--- config.mk ---
export PLATFORM = sky130hd
export DESIGN_NAME = mem_access
export DESIGN_NICKNAME = d
export VERILOG_FILES = /design/src/rtl/mem_access_pkg.sv /design/src/rtl/mem_access_extend.sv /design/src/rtl/mem_access.sv
export SDC_FILE = /design/constraint.sdc
export NUM_CORES = 1
export LEC_CHECK = 0
export CAP_MARGIN = 10
export CORE_ASPECT_RATIO = 1.75
export CORE_MARGIN = 10
export CORE_UTILIZATION = 41
export DETAILED_ROUTE_END_ITERATION = 10
export PLACE_DENSITY = 0.72
export SLEW_MARGIN = 0
export SYNTH_ARGS = -nofsm -noshare
export SYNTH_HDL_FRONTEND = slang
export SYNTH_SLANG_ARGS = --single-unit
--- constraint.sdc ---
create_clock -name clk -period 2.9 [get_ports clk]
set_input_delay 0.435 -clock clk [delete_from_list [all_inputs] [get_ports clk]]
set_output_delay 0.435 -clock clk [all_outputs]
set_load 0.01 [all_outputs]
--- src/rtl/mem_access_pkg.sv ---
// Shared definitions for the memory-access stage.
//   ma_state_e : FSM state encodings (IDLE/REQ/XFER/DONE)
//   MA_*       : funct3 width codes for loads/stores
//   ma_len     : transfer length in bytes for a width code
package mem_access_pkg;

  typedef enum logic [1:0] {
    MA_IDLE = 2'd0,
    MA_REQ  = 2'd1,
    MA_XFER = 2'd2,
    MA_DONE = 2'd3
  } ma_state_e;

  localparam logic [2:0] MA_B  = 3'b000;
  localparam logic [2:0] MA_H  = 3'b001;
  localparam logic [2:0] MA_W  = 3'b010;
  localparam logic [2:0] MA_BU = 3'b100;
  localparam logic [2:0] MA_HU = 3'b101;

  // width[2] (unsigned) does not change the length; 10 and 11 are both a word.
  function automatic logic [2:0] ma_len(input logic [2:0] width);
    case (width[1:0])
      2'b00:   return 3'd1;
      2'b01:   return 3'd2;
      default: return 3'd4;
    endcase
  endfunction

endpackage

--- src/rtl/mem_access_extend.sv ---
// ma_extend: sign/zero extension of assembled load bytes.
//   data_i  : little-endian bytes as assembled by the transfer (upper bytes ignored
//             for sub-word widths)
//   width_i : funct3 width code
//   data_o  : extended 32-bit load result
module ma_extend
  import mem_access_pkg::*;
(
  input  logic [31:0] data_i,
  input  logic [2:0]  width_i,
  output logic [31:0] data_o
);

  always_comb begin
    data_o = data_i;
    case (width_i)
      MA_B:    data_o = {{24{data_i[7]}}, data_i[7:0]};
      MA_BU:   data_o = {24'd0, data_i[7:0]};
      MA_H:    data_o = {{16{data_i[15]}}, data_i[15:0]};
      MA_HU:   data_o = {16'd0, data_i[15:0]};
      MA_W:    data_o = data_i;
      default: data_o = data_i;
    endcase
  end

endmodule

--- src/rtl/mem_access.sv ---
// mem_access: memory-access stage. Performs loads/stores byte-serially over an
// 8-bit RAM port, extends load data, and forwards register write-back.
//   clk, rst (sync, active-high), rdy (global freeze)
//   we_in/waddr_in/wdata_in : write-back from EX
//   ma_re/ma_we/ma_width/ma_addr/ma_wdata : memory request from EX
//   mem_gnt, mem_din        : arbiter grant, RAM read data (one cycle latency)
//   we/waddr/wdata          : write-back to MEM/WB
//   stall_req               : freeze upstream stages
//   mem_req/mem_a/mem_dout/mem_wr : RAM port
module mem_access
  import mem_access_pkg::*;
#(
  parameter int ADDR_W = 32
) (
  input  logic              clk,
  input  logic              rst,
  input  logic              rdy,
  input  logic              we_in,
  input  logic [4:0]        waddr_in,
  input  logic [31:0]       wdata_in,
  input  logic              ma_re,
  input  logic              ma_we,
  input  logic [2:0]        ma_width,
  input  logic [31:0]       ma_addr,
  input  logic [31:0]       ma_wdata,
  input  logic              mem_gnt,
  input  logic [7:0]        mem_din,
  output logic              we,
  output logic [4:0]        waddr,
  output logic [31:0]       wdata,
  output logic              stall_req,
  output logic              mem_req,
  output logic [ADDR_W-1:0] mem_a,
  output logic [7:0]        mem_dout,
  output logic              mem_wr
);

  ma_state_e   state_q, state_d;
  logic [2:0]  cnt_q, cnt_d;
  logic        st_q, st_d;
  logic [2:0]  width_q, width_d;
  logic [31:0] addr_q, addr_d;
  logic [31:0] sdata_q, sdata_d;
  logic        we_q, we_d;
  logic [4:0]  waddr_q, waddr_d;
  logic [31:0] wdata_q, wdata_d;
  logic [31:0] ld_q, ld_d;

  logic [2:0]  len;
  logic [2:0]  a_idx;
  logic [31:0] a_off;
  logic [31:0] ld_ext;

  assign len = ma_len(width_q);

  // While frozen mid-load, re-drive the address whose byte is still pending
  // capture, so mem_din carries that byte again on the resume cycle.
  always_comb begin
    a_idx = cnt_q;
    if (!st_q && !rdy && cnt_q != 3'd0) a_idx = cnt_q - 3'd1;
  end

  assign a_off = addr_q + {29'd0, a_idx};

  ma_extend u_ext (
    .data_i  (ld_q),
    .width_i (width_q),
    .data_o  (ld_ext)
  );

  always_comb begin
    state_d   = state_q;
    cnt_d     = cnt_q;
    st_d      = st_q;
    width_d   = width_q;
    addr_d    = addr_q;
    sdata_d   = sdata_q;
    we_d      = we_q;
    waddr_d   = waddr_q;
    wdata_d   = wdata_q;
    ld_d      = ld_q;
    we        = 1'b0;
    waddr     = 5'd0;
    wdata     = 32'd0;
    stall_req = 1'b0;
    mem_req   = 1'b0;
    mem_a     = '0;
    mem_dout  = 8'd0;
    mem_wr    = 1'b0;

    case (state_q)
      MA_IDLE: begin
        waddr = waddr_in;
        wdata = wdata_in;
        if (ma_re || ma_we) begin
          stall_req = 1'b1;
          state_d   = MA_REQ;
          st_d      = ma_we;          // store wins if both are set
          width_d   = ma_width;
          addr_d    = ma_addr;
          sdata_d   = ma_wdata;
          we_d      = we_in;
          waddr_d   = waddr_in;
          wdata_d   = wdata_in;
          ld_d      = 32'd0;
          cnt_d     = 3'd0;
        end else begin
          we = we_in;
        end
      end
      MA_REQ: begin
        stall_req = 1'b1;
        mem_req   = 1'b1;
        if (mem_gnt) begin
          state_d = MA_XFER;
          cnt_d   = 3'd0;
        end
      end
      MA_XFER: begin
        stall_req = 1'b1;
        mem_req   = 1'b1;
        mem_a     = a_off[ADDR_W-1:0];
        if (st_q) begin
          mem_wr = 1'b1;
          case (cnt_q[1:0])
            2'd0:    mem_dout = sdata_q[7:0];
            2'd1:    mem_dout = sdata_q[15:8];
            2'd2:    mem_dout = sdata_q[23:16];
            default: mem_dout = sdata_q[31:24];
          endcase
          if (cnt_q == len - 3'd1) state_d = MA_DONE;
          else                     cnt_d   = cnt_q + 3'd1;
        end else begin
          // Read data lags the address by one cycle: cnt k captures byte k-1,
          // so a load needs one extra capture-only cycle at cnt == n.
          case (cnt_q)
            3'd1:    ld_d[7:0]   = mem_din;
            3'd2:    ld_d[15:8]  = mem_din;
            3'd3:    ld_d[23:16] = mem_din;
            3'd4:    ld_d[31:24] = mem_din;
            default: ;
          endcase
          if (cnt_q == len) begin
            state_d = MA_DONE;
            cnt_d   = 3'd0;
          end else begin
            cnt_d = cnt_q + 3'd1;
          end
        end
      end
      MA_DONE: begin
        we      = we_q;
        waddr   = waddr_q;
        wdata   = st_q ? wdata_q : ld_ext;
        state_d = MA_IDLE;
        cnt_d   = 3'd0;
      end
      default: state_d = MA_IDLE;
    endcase

    if (!rdy) begin
      mem_wr  = 1'b0;
      mem_req = 1'b0;
    end

    // Reset takes effect on the outputs in the same cycle it is asserted.
    if (rst) begin
      stall_req = 1'b0;
      mem_req   = 1'b0;
      mem_wr    = 1'b0;
      mem_a     = '0;
      mem_dout  = 8'd0;
      we        = we_in;
      waddr     = waddr_in;
      wdata     = wdata_in;
    end
  end

  always_ff @(posedge clk) begin
    if (rst) begin
      state_q <= MA_IDLE;
      cnt_q   <= 3'd0;
      st_q    <= 1'b0;
      width_q <= 3'd0;
      addr_q  <= 32'd0;
      sdata_q <= 32'd0;
      we_q    <= 1'b0;
      waddr_q <= 5'd0;
      wdata_q <= 32'd0;
      ld_q    <= 32'd0;
    end else if (rdy) begin
      state_q <= state_d;
      cnt_q   <= cnt_d;
      st_q    <= st_d;
      width_q <= width_d;
      addr_q  <= addr_d;
      sdata_q <= sdata_d;
      we_q    <= we_d;
      waddr_q <= waddr_d;
      wdata_q <= wdata_d;
      ld_q    <= ld_d;
    end
  end

endmodule

; After elaboration in Yosys (flattened, before gate mapping)
; Cells that the tools add are included.
[totals]
ff_bits = 143
output_inout_bits = 81
word_cells = 107
[op_classes]
addsub = 4
n_eq_ne = 25
n_mux = 46
reduce_logical = 19
[op_table]
columns = operator, n
row1 = 32-bit two-way mux, 6
row2 = 32-bit one-hot mux with 2 select lines, 2
row3 = 32-bit one-hot mux with 4 select lines, 1
row4 = 8-bit two-way mux, 7
row5 = 32-bit by 3-bit adder with 32-bit output, 1
row6 = 5-bit AND reduction, 5
row7 = 8-bit one-hot mux with 3 select lines, 1
row8 = 3-bit two-way mux, 6
row9 = 3-bit one-hot mux with 4 select lines, 1
row10 = 1-bit two-way mux, 11
row11 = 2-bit two-way mux, 5
row12 = 5-bit one-hot mux with 2 select lines, 1
row13 = 3-bit equality test (second input constant), 3
row14 = 3-bit != test (second input constant), 3
row15 = 2-bit by 1-bit != test with 1-bit output (second input constant), 4
row16 = 2-bit one-hot mux with 4 select lines, 1
row17 = 2-bit by 1-bit equality test with 1-bit output (second input constant), 3
row18 = 2-bit equality test (second input constant), 3
row19 = 3-bit by 1-bit equality test with 1-bit output (second input constant), 2
row20 = 3-bit by 2-bit equality test with 1-bit output (second input constant), 2
row21 = 3-bit equality test, 2
row22 = 2-bit zero test, 3
row23 = 2-bit != test (second input constant), 3
row24 = 3-bit one-hot mux with 2 select lines, 1
row25 = other kinds (13), 17

; Logic depth before layout (Yosys ltp)
[logic_depth]
depth_word = 7
ltp_mapped = 14

; By module
; From an unflattened synthesis, not the netlist that was laid out.
[unflattened]
hier_cells = 1030
area_unflattened_um2 = 7717.4
[modules_own_cells]
columns = module, n_inst, cells_per_inst, area_each_um2, seq_area_each_um2
row1 = mem_access, 1, 963, 7362.1, 2862.7
row2 = ma_extend, 1, 67, 355.3, 0.0

; Worst setup path before layout
; No wires, ideal clock.
[synth_path]
path_kind = flip-flop to output port
start = register cnt_q[0]
end = output mem_a[14]
t_arrival_ns = 2.857
t_required_ns = 2.465
path_slack_ns = -0.392
stages_incl_launch_ff = 15
n_path_buf = 2
path_cell_list = dfxtp_1 > inv_1 > ha_1 > clkbuf_1 > inv_1 > o21ai_0 > xnor2_1 > ha_1 > fa_1 > a21oi_1 > nor3_1 > clkbuf_1 > nand4_1 > xor2_1 > nor2_1
[synth_between]
elab_chain_len = 6
elab_cells_between_ends = 7
classes_between = add/sub (2) / mux (3) / reduce/logical (2)
[synth_lines]
columns = element, line
row1 = "start, declared", mem_access.sv:39  ; logic [2:0] cnt_q, cnt_d;
row2 = "start signal, assigned", mem_access.sv:193  ; cnt_q <= cnt_d;
row3 = "parallel branches: the longest is 2 deep, another holds 3-bit by 1-bit subtractor with 3-bit output", -
row4 = 3-bit two-way mux *, mem_access.sv:60  ; if (!st_q && !rdy && cnt_q != 3'd0) a_idx = cnt_q - 3'd1;
row5 = 32-bit by 3-bit adder with 32-bit output *, mem_access.sv:63  ; assign a_off = addr_q + {29'd0, a_idx};
row6 = 32-bit two-way mux *, mem_access.sv:91  ; case (state_q)
row7 = 32-bit two-way mux *, mem_access.sv:167  ; if (rst) begin
row8 = "end, declared", mem_access.sv:33  ; output logic [ADDR_W-1:0] mem_a,
; Every way passes the cells marked *.

; Worst setup path after layout
[layout_path]
start = register cnt_q[1]
end = output mem_a[30]
; The elaborated chain is that of the path after synthesis.

==> flow_results.org <==
** Final layout
- Fin area :: 10400 um2
- Syn-to-layout area delta :: 43.6%
- Multi-input gate area in the final layout :: 4240 um2
- Total area of sequential cells :: 2870 um2
- Layout cell share with drive strength beyond 1 :: 0.139
- Counting the fill cells in the layout gives 1662.
- Final net count :: 1295

** STA
- Once routing completed, OpenROAD measured the worst setup slack at -0.300 ns.
- Measured against its own limit, the worst slew margin works out to 0.258.
- Final critical-path required period :: 3.20 ns
- Setup violations remaining at the end of the flow were counted as 28.
- Slew at the pin closest to its max-slew limit :: 1.11 ns
- The number of pins exceeding their max-slew limit in the final report came to 0.
- Unrepaired setup endpoints after global routing :: yes
- Fin Clk Skew :: 0.00874 ns
- Final hold analysis gives a worst-case slack of 0.452 ns.
- The final hold violation count is 0.
- Setup total negative slack :: -5.44 ns
- Dividing the final minimum period by the clock period gives 1.10.
- Highest clock frequency the design can meet :: 312 MHz

** Worst setup path
- Data on the critical path arrives at its endpoint at 2.77 ns.
- For this run, the slowest stage of the critical path takes 0.34 ns.
- The worst setup path is captured at a primary output.
- Library cell appearing most often on the critical path :: sky130_fd_sc_hd__inv_2
- The critical path is of the flop to primary output type.
- Startpoint Class :: flop
- In this run the worst path has a maximum fanout of 6.
- Required time of the critical path :: 2.47 ns
- The largest individual stage delay along the critical path comes from the cell sky130_fd_sc_hd__or3_1.
- Cell chain of the critical path :: inv_2, ha_4, inv_2, o21ai_4, xnor2_2, ha_2, fa_2, a21oi_2, nor3_2, buf_4, nand2_1, or3_1, a21oi_1, buf_2

** Status
- The run finished, with violations left.
- Failing checks :: negative setup slack

** Floorplan
- Die Y :: 196 um
- Core Area :: 17500 um2
- Die boundary width :: 121 um
- The floorplan has 64 rows.
- The floorplan step defined a die boundary enclosing 23600 um2.
- IO Count :: 200
- Initial Util :: 0.415

** Synthesis
- Synth warnings :: 0
- The synthesized netlist occupies a cell area of 7250 um2.
- Register bit count reported by yosys :: 143
- For this run, the leading register cell type out of synthesis is sky130_fd_sc_hd__dfxtp_1.
- Synthesized area divided by synthesized cell count :: 7.51 um2
- Yosys top cell by area :: sky130_fd_sc_hd__dfxtp_1
- Distinct cell type count of the synthesized netlist :: 46
- In this run, synthesis inferred 0 flip-flops with an integrated enable.
- Counting flops with an async set or reset pin after synthesis yields a share of 0.
- Of the post-synthesis cell area, the dominant cell type holds 0.395.
- Syn_nets :: 1100
- Leading cell types by total area after synthesis :: sky130_fd_sc_hd__dfxtp_1 (39%), sky130_fd_sc_hd__nand2_1 (13%), sky130_fd_sc_hd__a21oi_1 (8.3%), sky130_fd_sc_hd__mux2i_1 (5.5%), sky130_fd_sc_hd__nor2_1 (4.2%)
- Sequential area share after synthesis :: 0.395
- Number of instances in the synthesized netlist :: 966

** GRT
- Antenna violations before repair :: 4
- Pin count of the biggest net entering global routing :: 102
- GRT Total Usage :: 0.201
- For this run the aggregate overflow at the end of global routing stands at 0.
- The first global-routing pass estimated 38800 um of wire.
- Vias in the first global route :: 7427

** Job
- The tool flagged a number of max-cap violations equal to 0.

** Min path
- Worst Hold Class :: flop to flop

** Routing
- Drt total wl :: 24300 um
- Remaining design rule violation count :: 0
- Via density per instance :: 5.21
- The detailed router finished its first iteration with 460 violations.
- Dividing the detail-routed wire length by the instance count gives 17.3 um.
- Detailed routing inserted a total of 7331 vias.
- Number of nets with antenna violations after routing :: 0
- For this run, the detailed router's first-pass iteration total came to 5.

** Clock tree
- Hold repair after CTS inserted 0 buffers.
- In this run the number of H-tree levels came out at 4.
- Register clock-pin slew on the reported worst setup and hold paths :: 0.06 ns
- Clock tree synthesis selected as its root buffer the cell sky130_fd_sc_hd__clkbuf_16.
- Clock insertion delay at the later pin of the skew report :: 0.41 ns
- TritonCTS clock tree :: built
- Maximum buffer depth of the clock tree :: 2
- The number of clock buffers added by TritonCTS is 17.
- Number of sinks on the clock net :: 143

** Placement
- After legalization and detailed placement, the total HPWL measured 17300 um.
- Standard cell area after detailed placement :: 9630 um2
- At the end of routability-driven placement, the weighted congestion stood at 0.932.
- Number of I/O port buffers :: 199

** Pwr
- Max IR drop VDD :: 0.378 mV
- Power density over the cells :: 541 nW/um2
- Cell leakage power :: 0.00433 uW
- Pwr Total :: 5640 uW
[power by group]
| group | switching [uW] | internal (uW) |
|---|---|---|
| Sequential | 91.2 | 2090 |
| Clock | 897 | 1380 |
| Combinational | 631 | 547 |
| Total | 1620 | 4020 |
[layer usage]
metal | up-vias | GRT usage | part of all wire | wire, um
met5 | - | 0 | 0 | 0
met4 | 0 | 0.0961 | 0.034 | 829
met3 | 44 | 0.0503 | 0.049 | 1190
met2 | 192 | 0.371 | 0.55 | 13500
met1 | 3439 | 0.204 | 0.36 | 8860
li1 | 3656 | - | - | -
[worst max-delay path: cells and delay by family, from the launching register on]
kind            cells  cell delay, ns
xor+xnor            1            0.13
buf+inv             4            0.44
flops               1            0.33
compound gates      3            0.37
simple gates        3            0.55
fa+ha+maj           3            0.55
[path summary, 6_finish.rpt]
kind,depth (start not counted),slack (ns),end,startpoint
worst min-delay path,2,0.45,wdata_q[1],wdata_q[1]
worst min register to register,2,0.45,wdata_q[1],wdata_q[1]
worst max-delay path,14,-0.30,mem_a[30],cnt_q[1]
worst max register to register,8,0.54,state_q[0],width_q[1]
[layout by cell type, fill, tap and decap left out, drive strengths merged, types with 5 or more instances in the layout]
cell type,instances
o21ai,31
clkbuf,21
dlygate4sd2,17
a21o,12
xnor2,7
nand2b,18
a22oi,16
xor2,22
ha,14
nor2,82
and3,8
a222oi,8
dfxtp,143
nand2,258
a221oi,8
inv,26
nand3,15
a22o,5
nand4,16
mux2i,40
clkdlybuf4s50,124
buf,75
a21oi,124
dlymetal6s2s,27
and2,13
[sequential cells by signal (all words and copies together), names as in the netlist]
register	flops
addr_q	32
cnt_q	3
st_q	1
sdata_q	32
waddr_q	5
state_q	2
ld_q	32
wdata_q	32
we_q	1
width_q	3
[through the flow]
stage / util / setup slack (ns) / cells
floorplan: - / 0.0352 / 966
global placement: 0.552 / -0.728 / 1364
detailed placement: 0.552 / -0.786 / 1364
CTS: 0.588 / -0.345 / 1402
global route: 0.597 / -0.480 / 1408
finish: 0.597 / -0.300 / 1408
[cell usage after synthesis (8+ instances only)]
cell,n
sky130_fd_sc_hd__nor2_1,81
sky130_fd_sc_hd__clkbuf_1,55
sky130_fd_sc_hd__xor2_1,22
sky130_fd_sc_hd__a22oi_1,16
sky130_fd_sc_hd__and3_1,8
sky130_fd_sc_hd__o21ai_0,31
sky130_fd_sc_hd__a221oi_1,8
sky130_fd_sc_hd__nand4_1,16
sky130_fd_sc_hd__nand2b_1,18
sky130_fd_sc_hd__a21oi_1,121
sky130_fd_sc_hd__nand2_1,258
sky130_fd_sc_hd__dfxtp_1,143
sky130_fd_sc_hd__inv_1,20
sky130_fd_sc_hd__nand3_1,15
sky130_fd_sc_hd__ha_1,14
sky130_fd_sc_hd__mux2i_1,40
sky130_fd_sc_hd__and2_1,13
sky130_fd_sc_hd__buf_1,8
sky130_fd_sc_hd__a222oi_1,8
sky130_fd_sc_hd__a21o_1,12
[timing repair]
action	in CTS	in global routing
buffers inserted	6	2
pin swaps	31	20
resized for setup	164	45
endpoints found under the setup margin	74	61
cloned	1	1
[logic make-up after synthesis]
group,Yosys count,share of synthesized area
flops,143,0.395
compound gates,216,0.181
simple gates,431,0.255
xor+xnor,30,0.0383
buf+inv,90,0.0476
fa+ha+maj,15,0.0269
mux,41,0.0568
[cell type report]
cell class / instances / share of cell area
multi-input combinational: 733 / 0.407
sequential: 143 / 0.276
timing repair buffer: 245 / 0.223
clock buffer: 19 / 0.0416
tap: 231 / 0.0277
clock inverter: 13 / 0.0171
inverter: 21 / 0.00757
antenna: 3 / 0.000721
No activity file was read; power rests on OpenSTA's default activity.
